<file path="src/rtl/pixel_plot_writer.sv">
// Purpose:      buffers plot points from a drawing block and writes them to a framebuffer as y*640+x.
// Latency:      point accepted into an empty queue while idle at edge N shows mem_we=1 after edge N+1.
// Backpressure: in_ready = !queue_full; each write holds addr/data/we until mem_ready, then the next point follows back-to-back.
//
// Ports: clk, resetn (async active-low); in_valid/in_ready/in_x/in_y/in_colour plot stream;
//        flush/flush_done completion handshake; mem_addr/mem_data/mem_we/mem_ready framebuffer
//        write port; clip_count = saturating count of discarded off-screen points.
// Optional feature: define PLOT_CLIP_EN to discard points outside 640x480 and count them.

module plot_fifo #(
  parameter int W     = 8,
  parameter int DEPTH = 4
) (
  input  logic         clk,
  input  logic         resetn,
  input  logic         push,
  input  logic         pop,
  input  logic [W-1:0] din,
  output logic [W-1:0] dout,
  output logic         full,
  output logic         empty
);
  localparam int AW = $clog2(DEPTH);

  logic [W-1:0] store [DEPTH];
  logic [AW-1:0] wr_ptr;
  logic [AW-1:0] rd_ptr;
  logic [AW:0]   count;
  logic          push_ok;
  logic          pop_ok;

  assign full    = (count == (AW+1)'(DEPTH));
  assign empty   = (count == '0);
  assign push_ok = push && !full;
  assign pop_ok  = pop && !empty;
  assign dout    = store[rd_ptr];

  // Storage needs no reset: occupancy alone decides what is valid.
  always_ff @(posedge clk) begin
    if (push_ok) store[wr_ptr] <= din;
  end

  // Pointers are exactly log2(DEPTH) wide, so they wrap on their own.
  always_ff @(posedge clk or negedge resetn) begin
    if (!resetn) begin
      wr_ptr <= '0;
      rd_ptr <= '0;
      count  <= '0;
    end else begin
      if (push_ok) wr_ptr <= wr_ptr + 1'b1;
      if (pop_ok)  rd_ptr <= rd_ptr + 1'b1;
      case ({push_ok, pop_ok})
        2'b10:   count <= count + 1'b1;
        2'b01:   count <= count - 1'b1;
        default: count <= count;
      endcase
    end
  end
endmodule

module pixel_plot_writer #(
  parameter int FIFO_DEPTH = 4,
  parameter int COLOUR_W   = 3
) (
  input  logic                clk,
  input  logic                resetn,
  input  logic                in_valid,
  output logic                in_ready,
  input  logic [9:0]          in_x,
  input  logic [8:0]          in_y,
  input  logic [COLOUR_W-1:0] in_colour,
  input  logic                flush,
  output logic                flush_done,
  output logic [18:0]         mem_addr,
  output logic [COLOUR_W-1:0] mem_data,
  output logic                mem_we,
  input  logic                mem_ready,
  output logic [7:0]          clip_count
);
  localparam int ENT_W = 19 + COLOUR_W;

  typedef enum logic {IDLE, WRITE} state_t;

  state_t             state;
  logic               flush_pend;
  logic [18:0]        in_addr;
  logic [18:0]        y_ext;
  logic               accept;
  logic               push;
  logic               pop;
  logic               fifo_full;
  logic               fifo_empty;
  logic [ENT_W-1:0]   fifo_dout;

  // y*640 = y*512 + y*128; the address is formed at entry so the queue holds it directly.
  assign y_ext   = {10'd0, in_y};
  assign in_addr = (y_ext << 9) + (y_ext << 7) + {9'd0, in_x};

  // Gating with resetn keeps in_ready low for the whole time reset is held.
  assign in_ready = resetn && !fifo_full;
  assign accept   = in_valid && in_ready;

`ifdef PLOT_CLIP_EN
  logic in_range;
  assign in_range = (in_x <= 10'd639) && (in_y <= 9'd479);
  assign push     = accept && in_range;

  always_ff @(posedge clk or negedge resetn) begin
    if (!resetn) begin
      clip_count <= 8'd0;
    end else if (accept && !in_range && (clip_count != 8'hFF)) begin
      clip_count <= clip_count + 8'd1;
    end
  end
`else
  assign push       = accept;
  assign clip_count = 8'd0;
`endif

  // The head is taken whenever the write port is free: idle, or the current write completes now.
  assign pop = !fifo_empty && ((state == IDLE) || mem_ready);

  plot_fifo #(
    .W     (ENT_W),
    .DEPTH (FIFO_DEPTH)
  ) u_fifo (
    .clk    (clk),
    .resetn (resetn),
    .push   (push),
    .pop    (pop),
    .din    ({in_addr, in_colour}),
    .dout   (fifo_dout),
    .full   (fifo_full),
    .empty  (fifo_empty)
  );

  always_ff @(posedge clk or negedge resetn) begin
    if (!resetn) begin
      state      <= IDLE;
      mem_we     <= 1'b0;
      mem_addr   <= 19'd0;
      mem_data   <= '0;
      flush_pend <= 1'b0;
      flush_done <= 1'b0;
    end else begin
      case (state)
        IDLE: begin
          if (!fifo_empty) begin
            {mem_addr, mem_data} <= fifo_dout;
            mem_we               <= 1'b1;
            state                <= WRITE;
          end
        end
        WRITE: begin
          if (mem_ready) begin
            if (!fifo_empty) begin
              {mem_addr, mem_data} <= fifo_dout;
            end else begin
              mem_we <= 1'b0;
              state  <= IDLE;
            end
          end
        end
        default: state <= IDLE;
      endcase

      // A flush seen while one is already pending is absorbed, including on the edge it completes.
      flush_done <= 1'b0;
      if (flush_pend) begin
        if (fifo_empty && (state == IDLE)) begin
          flush_done <= 1'b1;
          flush_pend <= 1'b0;
        end
      end else if (flush) begin
        flush_pend <= 1'b1;
      end
    end
  end
endmodule

</file>
<file path="config.mk">
export PLATFORM = sky130hd
export DESIGN_NAME = pixel_plot_writer
export DESIGN_NICKNAME = d
export VERILOG_FILES = /design/src/rtl/pixel_plot_writer.sv
export SDC_FILE = /design/constraint.sdc
export NUM_CORES = 1
export LEC_CHECK = 0
export ABC_AREA = 1
export BUFFER_PORTS_ARGS = -buffer_cell sky130_fd_sc_hd__clkbuf_2
export CAP_MARGIN = 25
export CORE_MARGIN = 4
export CORE_UTILIZATION = 40
export CTS_CLUSTER_DIAMETER = 150
export CTS_CLUSTER_SIZE = 14
export DETAILED_ROUTE_END_ITERATION = 10
export GPL_TIMING_DRIVEN = 0
export PLACE_DENSITY_LB_ADDON = 0.15
export SYNTH_ARGS = -nofsm -noshare
export SYNTH_HDL_FRONTEND = slang
export SYNTH_SLANG_ARGS = --single-unit
</file>
<file path="constraint.sdc">
create_clock -name clk -period 2.4 [get_ports clk]
set_input_delay 0.48 -clock clk [delete_from_list [all_inputs] [get_ports clk]]
set_output_delay 0.48 -clock clk [all_outputs]
set_load 0.1 [all_outputs]
</file>
After elaboration in Yosys (flattened, before gate mapping)
Memories as Yosys holds them, arrays and structs flattened.
Cells that the tools add are included.
- bits in registers: 33
- RAM bits: 88
- input port bits: 27
- output and inout bits: 33
- logic and storage cells: 56
- memories: 1
- memory list (name ; words ; bits a word ; rd ports ; clocked after memory_dff ; write ports ; RTL line ; source):
    u_fifo.store ; 4 ; 22 ; 1 ; 0 ; 1 ; 25 ; logic [W-1:0] store [DEPTH];
- add/sub/neg operators: 6
- equal/unequal tests: 6
- muxes and demuxes: 21
- bitwise operators: 1
- reductions and logical operators: 12
- operator list (kind ; count):
    $mux W19 ; 2
    $pmux W19 S2 ; 1
    $add A18 B16 Y19 ; 1
    $add A19 B10 Y19 ; 1
    $mux W1 ; 12
    $pmux W3 S2 ; 2
    $logic_and A1 B1 Y1 ; 6
    $mux W3 ; 2
    $add A2 B1 Y2 const B ; 2
    $ne A2 B2 Y1 const B ; 2
    $pmux W1 S2 ; 2
    $add A3 B1 Y3 const B ; 1
    $eq A3 B3 Y1 const B ; 1
    $logic_not A3 Y1 ; 1
    $reduce_and A3 Y1 ; 1
    $sub A3 B1 Y3 const B ; 1
    $eq A2 B1 Y1 const B ; 1
    $eq A2 B2 Y1 const B ; 1
    $logic_not A1 Y1 ; 2
    $ne A2 B1 Y1 const B ; 1
    $reduce_bool A2 Y1 ; 1
    $logic_or A1 B1 Y1 ; 1
    $not A1 Y1 ; 1

Longest topological paths before layout
Gate-level depths: netlist (run 1).
- depth after elaboration: 7
- gate-level depth with buffers: 12
- depth with buffers taken out: 12

Modules after synthesis
From an unflattened synthesis (run 1), not the netlist that was laid out.
- cell total of the unflattened synthesis: 535
- area total of the unflattened synthesis: 5685.5 um^2
- modules (own cells, without submodules) (module ; instances ; cells each ; area an instance (um^2) ; seq. area each (um^2)):
    plot_fifo ; 1 ; 317 ; 3975.1 ; 2817.7
    pixel_plot_writer ; 1 ; 218 ; 1710.4 ; 650.6

Worst setup path before layout (run 1)
No wires, ideal clock.
- path kind: input to register
- from: in resetn
- to: mem u_fifo.store[0][0] (netlist name) (enable)
- library setup time: 401 ps
- data arrival time: 2649 ps
- data required time: 1999 ps
- path slack: -650 ps
- stages: 3
- path buffers: 0
- cells stage by stage: a21boi_2 > nand2_2 > nor2_1
- word-level cells in the longest chain between the ends: 5
- RTL lines (item ; RTL line ; source):
    from (decl) ; 66 ; input logic resetn,
    $logic_and A1 B1 Y1 ; 100 ; assign in_ready = resetn && !fifo_full;
    $logic_and A1 B1 Y1 ; 101 ; assign accept = in_valid && in_ready;
    $logic_and A1 B1 Y1 ; 34 ; assign push_ok = push && !full;
    $mux W1 ; 40 ; if (push_ok) store[wr_ptr] <= din;
    $mux W1 (not written as such) ; 40 ;
    to (decl) ; 25 ;
Every way passes these cells.

Worst setup path after layout (run 1)
- from: in in_x[9]
- to: mem u_fifo.store[0][19] (netlist name) (data pin)
- word-level cells in the longest chain between the ends: 1
- RTL lines (item ; RTL line ; source):
    from (decl) ; 69 ; input logic [9:0] in_x,
    $add A19 B10 Y19 ; 97 ; assign in_addr = (y_ext << 9) + (y_ext << 7) + {9'd0, in_x};
    named net in_addr[16] ; 86 ; logic [18:0] in_addr;
The timed path passes the listed nets, and every way through them passes these cells.

==> results.json, run 1 <==
{
  "maxSlewHeadroom_pct": 47.5,
  "cts.sink_count": 121,
  "min_period_ps": 2170,
  "crit_path_end_kind": "flip-flop",
  "drive_above_1_share_pct": 23.6,
  "crit_required_ps": 2520,
  "synth_edf_count": 88,
  "crit_type": "in2reg",
  "multi_input_area_sq_um": 1770,
  "grt-ovfl-total": 0,
  "synth_flop_cell": "edfxtp_1",
  "ys_warn_count": 0,
  "start_kind": "input pin",
  "die_width_microns": 125,
  "place_ws_ps": -568,
  "cts_tree": "yes",
  "ys_types": 32,
  "fmax_mhz": 461,
  "routabilityCongestion": 0.734,
  "vdd_ir_drop_max_v": 0.000684,
  "r2r_start": "u_fifo.count[2]$_DFFE_PN0P_",
  "post-route-period-util_pct": 90.5,
  "syn-cell-area_sq_um": 5510,
  "fin_nets": 634,
  "fin_area_sq_um": 6760,
  "outcome": "finished, final reports clean",
  "register_area_sq_um": 3470,
  "grt.total_usage_pct": 15.4,
  "worstSkewPairLatency_ps": 410,
  "cts_root_buf": "clkbuf_16",
  "synth_cells": 500,
  "r2r_end": "u_fifo.count[2]$_DFFE_PN0P_",
  "ys_seq_area_share_pct": 63.0,
  "die_area_sq_um": 15700,
  "h-tree-depth": 4,
  "dpl_cell_area_sq_um": 6140,
  "num_vias": 3666,
  "final_common_cell": "nor2_1",
  "worst_slack_ps": 229,
  "reg2reg_depth": 11,
  "dp_hpwl_mm": 7.76,
  "post_drt_wl_per_cell_microns": 15.0,
  "cts_setup_buffers": 0,
  "fin_skew_ps": 9.38,
  "viasPerCell": 4.76,
  "grt_pass1_vias": 3725,
  "ff2ff_setup_slack_ps": 370,
  "start_util_pct": 41.3,
  "portBuffers": 51,
  "antenna_found_initial": 0,
  "cts_buffers": 17,
  "die_h_microns": 125,
  "layout_common_cells": "nor2_1 (149), edfxtp_1 (88), clkbuf_2 (52)",
  "grt_pass1_wl_mm": 18.8,
  "power.density_nw_per_um2": 1430,
  "hp-class": "in2async",
  "ant_nets": 0,
  "p_leak_uw": 0.00284,
  "clockBufferDepth": 2,
  "wl_mm": 11.5,
  "worst_slew_pin_slew_ps": 787,
  "nFillCells": 1216,
  "synth_seq_cells": 121,
  "drv_slew": 0,
  "critPathArrivalTime_ps": 2300,
  "num_antenna_cells": 0,
  "async_flop_share_pct": 27.3,
  "dr.pass1.iters": 4,
  "boundaryPins": 60,
  "fp.coreArea_sq_um": 13300,
  "clk_pin_slew_ps": 50,
  "avgSynthCellArea_sq_um": 11.0,
  "setup_viol": 0,
  "rsz0062_at_grt": "false",
  "drt_iter0_drc": 184,
  "finalHoldViolCount": 0,
  "syn2layout_area_growth_pct": 22.8,
  "startpoint": "in_x[9]",
  "num_rows": 42,
  "grt_max_degree": 35,
  "worst-path-max-fanout": 4,
  "cap_viol_max_count": 0,
  "post-route-drc-count": 0
}
## registers in the layout (all words and copies together), names as in the netlist, 2 cells and up
name and flops:
u_fifo.count 3, mem_addr 19, u_fifo.rd_ptr 2, u_fifo.store 88, mem_data 3, u_fifo.wr_ptr 2
## worst max path at each step
stage	endpoint	slack [ps]
final	u_fifo.store[0][19]$_DFFE_PP_	230
after global routing	u_fifo.store[0][1]$_DFFE_PP_	70
after CTS	in_ready	170
after detailed placement	u_fifo.store[0][8]$_DFFE_PP_	-570
after global placement	u_fifo.store[1][10]$_DFFE_PP_	-870
after floorplan	u_fifo.store[0][0]$_DFFE_PP_	2
## critical path, cell delays in order
cell	delay [ps]
clkbuf_2	70
inv_1	50
fa_1	530
inv_1	70
fa_1	470
nand2_1	90
nand2_1	70
and2_1	160
nand2_1	90
nand2_1	60
nand2_1	50
nand2_1	120
## repair_timing
action / in CTS / in global routing
hold buffers: 0 / 0
setup endpoints to repair: 53 / 0
gates resized for setup: 1 / 0
## metal layers
layer | global-route usage, % | vias to the layer above | share of wire [%]
met1 | 18.6 | 1751 | 44
met4 | 5.99 | 0 | 1.6
met5 | 0 | - | 0
li1 | - | 1821 | -
met3 | 4.43 | 17 | 4.6
met2 | 26.2 | 77 | 50
## cell type report
type                    instances  share of cell area, %
clock inverters                 9                   2.13
multi-input cells             330                   26.2
plain buffers                  26                   2.92
well taps                     176                   3.26
repair buffers                 55                   5.44
flip-flops and latches        121                   51.3
clock buffers                  23                   7.07
inverters                      30                   1.74
## power by group
part	internal, uW	total (uW)	leakage (uW)	switching (uW)
combinational	988	4090	0.00136	3100
clock	1810	2660	0.000308	848
sequential	2740	2930	0.00117	191
## logic make-up (layout without fill, tap and decap cells)
kind of cell,Yosys count,count (layout),synth area share (%)
AOI/OAI and AO/OA,79,79,8.61
xor gates and xnor gates,9,9,1.43
buffers and inverters,56,143,5.72
and+or+nand+nor,208,208,14.9
adders and majority gates,26,26,6.31
DFF,121,121,63.0
other,1,8,0.0681
## Yosys cell counts (8+ instances only)
cell type / instances / area share (%)
nand2_1: 39 / 2.7
nor2_1: 153 / 10
buf_4: 12 / 1.6
a21oi_2: 18 / 2.9
dfrtp_1: 33 / 15
a21oi_1: 10 / 0.91
nand3_1: 8 / 0.73
edfxtp_1: 88 / 48
o21ai_0: 47 / 4.3
xor2_1: 8 / 1.3
inv_1: 26 / 1.8
ha_1: 23 / 5.2
## stage by stage
stage	TNS [ps]	cells	utilization [%]	hold WS, ps	total power (uW)
after detailed placement	-42260	738	46.0	488	7110
final	0	770	50.7	72.9	9680
after global routing	0	770	50.7	105	10200
after floorplan	0	507	-	184	6180
after CTS	0	770	50.7	82.4	9800
after global placement	-73160	734	45.2	469	6980
No activity file was read; power rests on OpenSTA's default activity.
==> inputs of run 2 (changes only) <==
- SYNTH_HIERARCHICAL: unset -> 1
==> results.json, run 2 <==
{
  "hp-class": "in2async",
  "num_rows": 43,
  "ys_warn_count": 6,
  "grt_pass1_vias": 3798,
  "die_area_sq_um": 16200,
  "cts_tree": "yes",
  "internal-power_uw": 5290,
  "clk_pin_slew_ps": 50,
  "final_common_cell": "nand2_1",
  "cts_hold_buffers": 0,
  "die_h_microns": 127,
  "fp.coreArea_sq_um": 13900,
  "min_period_ps": 2280,
  "cts.sink_count": 121,
  "post-route-drc-count": 0,
  "cap_viol_max_count": 0,
  "ys_types": 31,
  "dpl_cell_area_sq_um": 6270,
  "cts_root_buf": "clkbuf_16",
  "portBuffers": 51,
  "rsz0062_at_grt": "true",
  "syn-cell-area_sq_um": 5690,
  "post-route-period-util_pct": 95.1,
  "synth_top_area_share_pct": 46.5,
  "num_antenna_cells": 0,
  "clockBufferDepth": 2,
  "vdd_ir_drop_max_v": 0.000552,
  "wl_mm": 11.8,
  "power_frac_comb_pct": 43.9,
  "boundaryPins": 60,
  "place_ws_ps": -948,
  "synth_edf_count": 88,
  "fmax_mhz": 438,
  "synth_top_area_cell": "edfxtp_1",
  "fin_nets": 674,
  "power.density_nw_per_um2": 1360,
  "setup_viol": 0,
  "maxSlewHeadroom_pct": 63.7,
  "start_util_pct": 41.0,
  "drv_slew": 0,
  "synth.area.top_cells": "edfxtp_1 (46%), dfrtp_1 (15%), nand2_1 (12%)",
  "p_leak_uw": 0.00327,
  "reg2reg_depth": 9,
  "finalHoldViolCount": 0,
  "antenna_found_initial": 0,
  "grt_pass1_wl_mm": 19.4,
  "h-tree-depth": 4,
  "critPathArrivalTime_ps": 2600,
  "worstSkewPairLatency_ps": 400,
  "routabilityCongestion": 0.763,
  "nFillCells": 1286,
  "dr.pass1.iters": 4,
  "dp_hpwl_mm": 8.31,
  "synth_cells": 535,
  "grt_max_degree": 35,
  "multi_input_area_sq_um": 1790,
  "drive_above_1_share_pct": 22.4,
  "async_flop_share_pct": 27.3,
  "crit_type": "reg2reg",
  "yosys-top-cells-count": "nand2_1 (180), edfxtp_1 (88), inv_1 (81)",
  "start_kind": "flip-flop",
  "crit_required_ps": 2720,
  "outcome": "finished, final reports clean",
  "drt_iter0_drc": 267,
  "viasPerCell": 4.70,
  "ys_seq_area_share_pct": 61.0,
  "avgSynthCellArea_sq_um": 10.6,
  "register_area_sq_um": 3470,
  "synth_flop_cell": "edfxtp_1",
  "worst_slack_ps": 117,
  "worst-path-max-fanout": 7,
  "num_vias": 3823,
  "syn2layout_area_growth_pct": 22.1,
  "worst_slew_pin_slew_ps": 547,
  "post_drt_wl_per_cell_microns": 14.6,
  "yosysMostFrequentCell": "nand2_1",
  "cts_buffers": 17,
  "reg.largest.list": "u_fifo/store x88, mem_addr x19",
  "grt.total_usage_pct": 15.6,
  "largest_reg_flops": 88,
  "layout_common_cells": "nand2_1 (179), edfxtp_1 (88), inv_1 (81)",
  "p_switching_uw": 4180,
  "synth_seq_cells": 121,
  "power_frac_seq_pct": 31.1,
  "ant_nets": 0,
  "fin_skew_ps": 8.07,
  "grt-ovfl-total": 0,
  "swShare_pct": 44.1,
  "die_width_microns": 127,
  "largest_register": "u_fifo/store",
  "p_clk_share_pct": 25.0,
  "fin_area_sq_um": 6940,
  "crit_path_end_kind": "flip-flop"
}
## run 2: cell types whose count changed in the layout (fill, tap and decap cells not counted), sizes merged, moves of 22 or more
cell,before,now
o211ai,0,44
o21ai,48,4
nor2,154,15
nand2,41,181
inv,30,84
a21oi,28,6
## run 2: metrics by stage
stage               hold WS (ps)  utilization [%]  cells  setup TNS, ps  power, uW
floorplan                    184                -    542          -4330       6150
global placement             456             44.6    773        -162460       7010
detailed placement           459             45.2    777         -73980       7120
CTS                         73.1             49.9    813              0       9580
global route                98.3             50.0    813          -49.9      10100
finish                      71.4             50.0    813              0       9470
## run 2: path summary, 6_finish.rpt
check                      slack [ps]                            to                   startpoint
max in group asynchronous        1980  u_fifo/wr_ptr[1]$_DFFE_PN0P_                       resetn
setup / recovery                  120   u_fifo/count[1]$_DFFE_PN0P_  u_fifo/count[0]$_DFFE_PN0P_
setup reg to reg                  120   u_fifo/count[1]$_DFFE_PN0P_  u_fifo/count[0]$_DFFE_PN0P_
hold reg to reg                   470       mem_addr[4]$_DFFE_PN0P_      mem_addr[4]$_DFFE_PN0P_
min in group clk                  300  u_fifo/store[0][1]$_DFFE_PP_                 in_colour[1]
hold / removal                     70       mem_data[2]$_DFFE_PN0P_                       resetn
## run 2: cell type report
| type | count | share of cell area [%] |
|---|---|---|
| Sequential cell | 121 | 50.0 |
| Multi-Input combinational cell | 311 | 25.8 |
| Clock buffer | 23 | 7.19 |
| Timing Repair Buffer | 60 | 5.66 |
| Inverter | 85 | 4.60 |
| Tap cell | 180 | 3.24 |
| Buffer | 25 | 2.61 |
| Clock inverter | 8 | 0.973 |
## run 2: cell families (layout without fill, tap and decap cells)
group           count (synthesis)  in the layout  synth area share (%)
other cells                     1              8                0.0660
simple gates                  217            217                  15.3
fa+ha+maj                      26             26                  6.12
flops                         121            121                  61.0
buf+inv                       110            201                  8.74
xor+xnor                        5              5                 0.770
compound gates                 55             55                  7.97
## run 2: per-layer routing
metal	global-route usage (%)	share of wire, %	vias up
met3	3.39	4.1	6
met2	26.8	52	71
met1	19.3	43	1828
met5	0	0	-
li1	-	-	1918
met4	6.06	0.89	0
## run 2: power by group through the flow
stage          sequential [uW]  combinational (uW)  clock [uW]
3_3_place_gp              2980                4030           0
2_1_floorplan             4340                1810           0
6_report                  2940                4160        2370
5_1_grt                   3000                4540        2530
3_5_place_dp              2980                4130           0
4_1_cts                   2950                4210        2420
## run 2: what timing repair did
action / in CTS / in global routing
setup endpoints to repair: 91 / 17
setup buffers: 5 / 0
gates resized for setup: 6 / 3
pin swaps: 1 / 0
## run 2: critical path, cell delays in order (launching register included)
cell     delay [ps]
dfrtp_1         360
inv_1           100
nand3_1         170
inv_1           110
nor3b_2         300
nand2_2         240
ha_1            270
inv_1            90
fa_1            410
o21ai_0         160
==> inputs of run 3 (changes only) <==
- ABC_AREA: 1 -> 0
- CAP_MARGIN: 25 -> 20
- RECOVER_POWER: unset -> 25
==> results.json, run 3 <==
{
  "grt_pass1_vias": 2850,
  "syn2layout_area_growth_pct": 23.8,
  "cts_buffers": 17,
  "p_switching_uw": 3520,
  "die_h_microns": 122,
  "fp.coreArea_sq_um": 12700,
  "wl_mm": 9.19,
  "dr.pass1.iters": 4,
  "worst_slew_pin_slew_ps": 677,
  "worst-path-max-fanout": 4,
  "rsz0062_at_grt": "true",
  "hp-class": "in2async",
  "synth_top_area_cell": "edfxtp_1",
  "start_kind": "input pin",
  "setup_viol": 0,
  "layout_common_cells": "edfxtp_1 (88), clkbuf_2 (38), dfrtp_1 (32)",
  "final_common_cell": "edfxtp_1",
  "p_clk_share_pct": 28.1,
  "syn-cell-area_sq_um": 5210,
  "clockBufferDepth": 2,
  "outcome": "finished, final reports clean",
  "finalHoldViolCount": 0,
  "die_width_microns": 122,
  "reg2reg_depth": 12,
  "worstPathCellList": "buf_8 > inv_8 > fa_1 > inv_1 > ha_1 > a21o_1 > a2111oi_4 > o21ai_2 > a21oi_2 > xnor2_2",
  "ys_types": 38,
  "post_drt_wl_per_cell_microns": 16.4,
  "min_period_ps": 2380,
  "yosys-top-cells-count": "edfxtp_1 (88), dfrtp_1 (33), ha_1 (23), inv_1 (23), mux4_2 (22)",
  "post-route-period-util_pct": 99.2,
  "num_rows": 41,
  "cp_slowest_stage_delay_ps": 580,
  "drive_above_1_share_pct": 41.8,
  "clk_pin_slew_ps": 60,
  "utilization_pct": 50.9,
  "num_antenna_cells": 0,
  "start_util_pct": 41.1,
  "crit_required_ps": 2540,
  "boundaryPins": 60,
  "fmax_mhz": 420,
  "cts_tree": "yes",
  "cts_root_buf": "clkbuf_16",
  "synth.area.top_cells": "edfxtp_1 (51%), dfrtp_1 (16%), mux4_2 (9.5%)",
  "synth_top_area_share_pct": 50.7,
  "synth_flop_cell": "edfxtp_1",
  "ant_nets": 0,
  "reg.largest.list": "u_fifo/store x88, mem_addr x19",
  "swShare_pct": 38.7,
  "h-tree-depth": 4,
  "antenna_found_initial": 0,
  "synth_cells": 292,
  "drt_iter0_drc": 156,
  "ys_warn_count": 6,
  "synth_seq_cells": 121,
  "fin_skew_ps": 10.3,
  "post-route-drc-count": 0,
  "largest_reg_flops": 88,
  "cts_hold_buffers": 0,
  "portBuffers": 51,
  "crit_type": "in2reg",
  "yosysMostFrequentCell": "edfxtp_1",
  "num_vias": 2680,
  "fin_nets": 428,
  "largest_register": "u_fifo/store",
  "routabilityCongestion": 0.696,
  "vdd_ir_drop_max_v": 0.000515,
  "power.density_nw_per_um2": 1410,
  "synth_edf_count": 88,
  "grt_max_degree": 35,
  "ff2ff_setup_slack_ps": 130,
  "critPathArrivalTime_ps": 2520,
  "grt-ovfl-total": 0,
  "cts.sink_count": 121,
  "internal-power_uw": 5580,
  "drv_slew": 0,
  "die_area_sq_um": 14900,
  "power_frac_seq_pct": 32.6,
  "dp_hpwl_mm": 6.02,
  "viasPerCell": 4.79,
  "async_flop_share_pct": 27.3,
  "grt.total_usage_pct": 13.7,
  "cap_viol_max_count": 0,
  "maxSlewHeadroom_pct": 54.9,
  "power_uw": 9100,
  "cp.depth": 10,
  "avgSynthCellArea_sq_um": 17.8,
  "p_leak_uw": 0.00255,
  "path_buf_inv": 3,
  "worstSkewPairLatency_ps": 400,
  "crit_slowest_cell": "fa_1",
  "grt_pass1_wl_mm": 14.9,
  "power_frac_comb_pct": 39.3,
  "ys_seq_area_share_pct": 66.6,
  "cp_top_family": "compound AO/OA/AOI/OAI gates",
  "crit_path_end_kind": "flip-flop"
}
-- run 3: cell types whose count changed in the layout (fill, tap and decap cells not counted), sizes merged, moves of 14 or more --
cell,before,now
nand2,181,4
inv,84,23
o211ai,44,0
mux2,0,23
mux4,0,22
nand3,16,2
-- run 3: routing by layer --
metal	global-route usage [%]	vias up	part of all wire, %	routed length (microns)
li1	-	1261	-	-
met1	17.1	1348	44	4080
met2	22.0	60	50	4580
met3	3.81	11	3.6	327
met4	6.51	0	2.2	202
met5	0	-	0	0
-- run 3: final timing paths --
path / start / end
worst max-delay path: in_x[9] / u_fifo/store[2][20]$_DFFE_PP_
worst max register to register: u_fifo/count[0]$_DFFE_PN0P_ / u_fifo/count[2]$_DFFE_PN0P_
worst min register to register: flush_pend$_DFF_PN0_ / flush_pend$_DFF_PN0_
worst min-delay path: resetn / mem_data[0]$_DFFE_PN0P_
min in group clk: flush / flush_pend$_DFF_PN0_
max in group asynchronous: resetn / u_fifo/count[0]$_DFFE_PN0P_
-- run 3: worst reg2reg max path, delay by kind of cell, from the launching register on --
kind / cells / cell delay [ps]
buffers and inverters: 3 / 160
XOR/XNOR: 2 / 280
flip-flops: 1 / 430
adder cells (fa/ha/maj): 2 / 450
AND/OR/NAND/NOR: 5 / 850
-- run 3: area by class of cell --
type | instances | area [sq um]
repair buffers | 57 | 307
flip-flops and latches | 121 | 3470
inverters | 23 | 93.8
multi-input cells | 140 | 1660
clock buffers | 24 | 492
well taps | 172 | 215
clock inverters | 8 | 116
fillers | 1091 | 6220
plain buffers | 15 | 103
-- run 3: kinds of logic after synthesis --
| group | count (synthesis) | share of synthesized area (%) |
|---|---|---|
| other | 1 | 0.0720 |
| XOR/XNOR | 12 | 2.02 |
| adder cells (fa/ha/maj) | 26 | 6.67 |
| AND/OR/NAND/NOR | 27 | 3.12 |
| multiplexers | 48 | 15.1 |
| flip-flops | 121 | 66.6 |
| AO/OA/AOI/OAI | 19 | 2.93 |
| buffers and inverters | 38 | 3.51 |
-- run 3: power groups by stage --
stage          Sequential, uW  Clock [uW]  Combinational [uW]
6_report                 2970        2560                3580
5_1_grt                  3020        2710                3830
4_1_cts                  2970        2620                3590
3_5_place_dp             3010           0                3560
3_3_place_gp             2990           0                3520
2_1_floorplan            4390           0                1490
-- run 3: per-stage QoR --
| stage | cell area (sq um) | hold slack, ps | worst slack, ps | TNS [ps] | cells |
|---|---|---|---|---|---|
| floorplan | 5270 | 184 | -155 | -1330 | 299 |
| global placement | 5740 | 458 | -453 | -38570 | 522 |
| detailed placement | 5740 | 466 | -499 | -40550 | 522 |
| CTS | 6390 | 80.1 | -67.3 | -386 | 556 |
| global route | 6450 | 108 | -74.9 | -512 | 560 |
| finish | 6450 | 70.4 | 18.7 | 0 | 560 |
-- run 3: timing repair --
item | 4_1_cts | 5_1_grt
gates cloned | 0 | 0
buffers inserted | 2 | 5
hold endpoints to repair | 0 | 0
pin swaps | 8 | 13
setup endpoints to repair | 15 | 25
resized for setup | 8 | 12
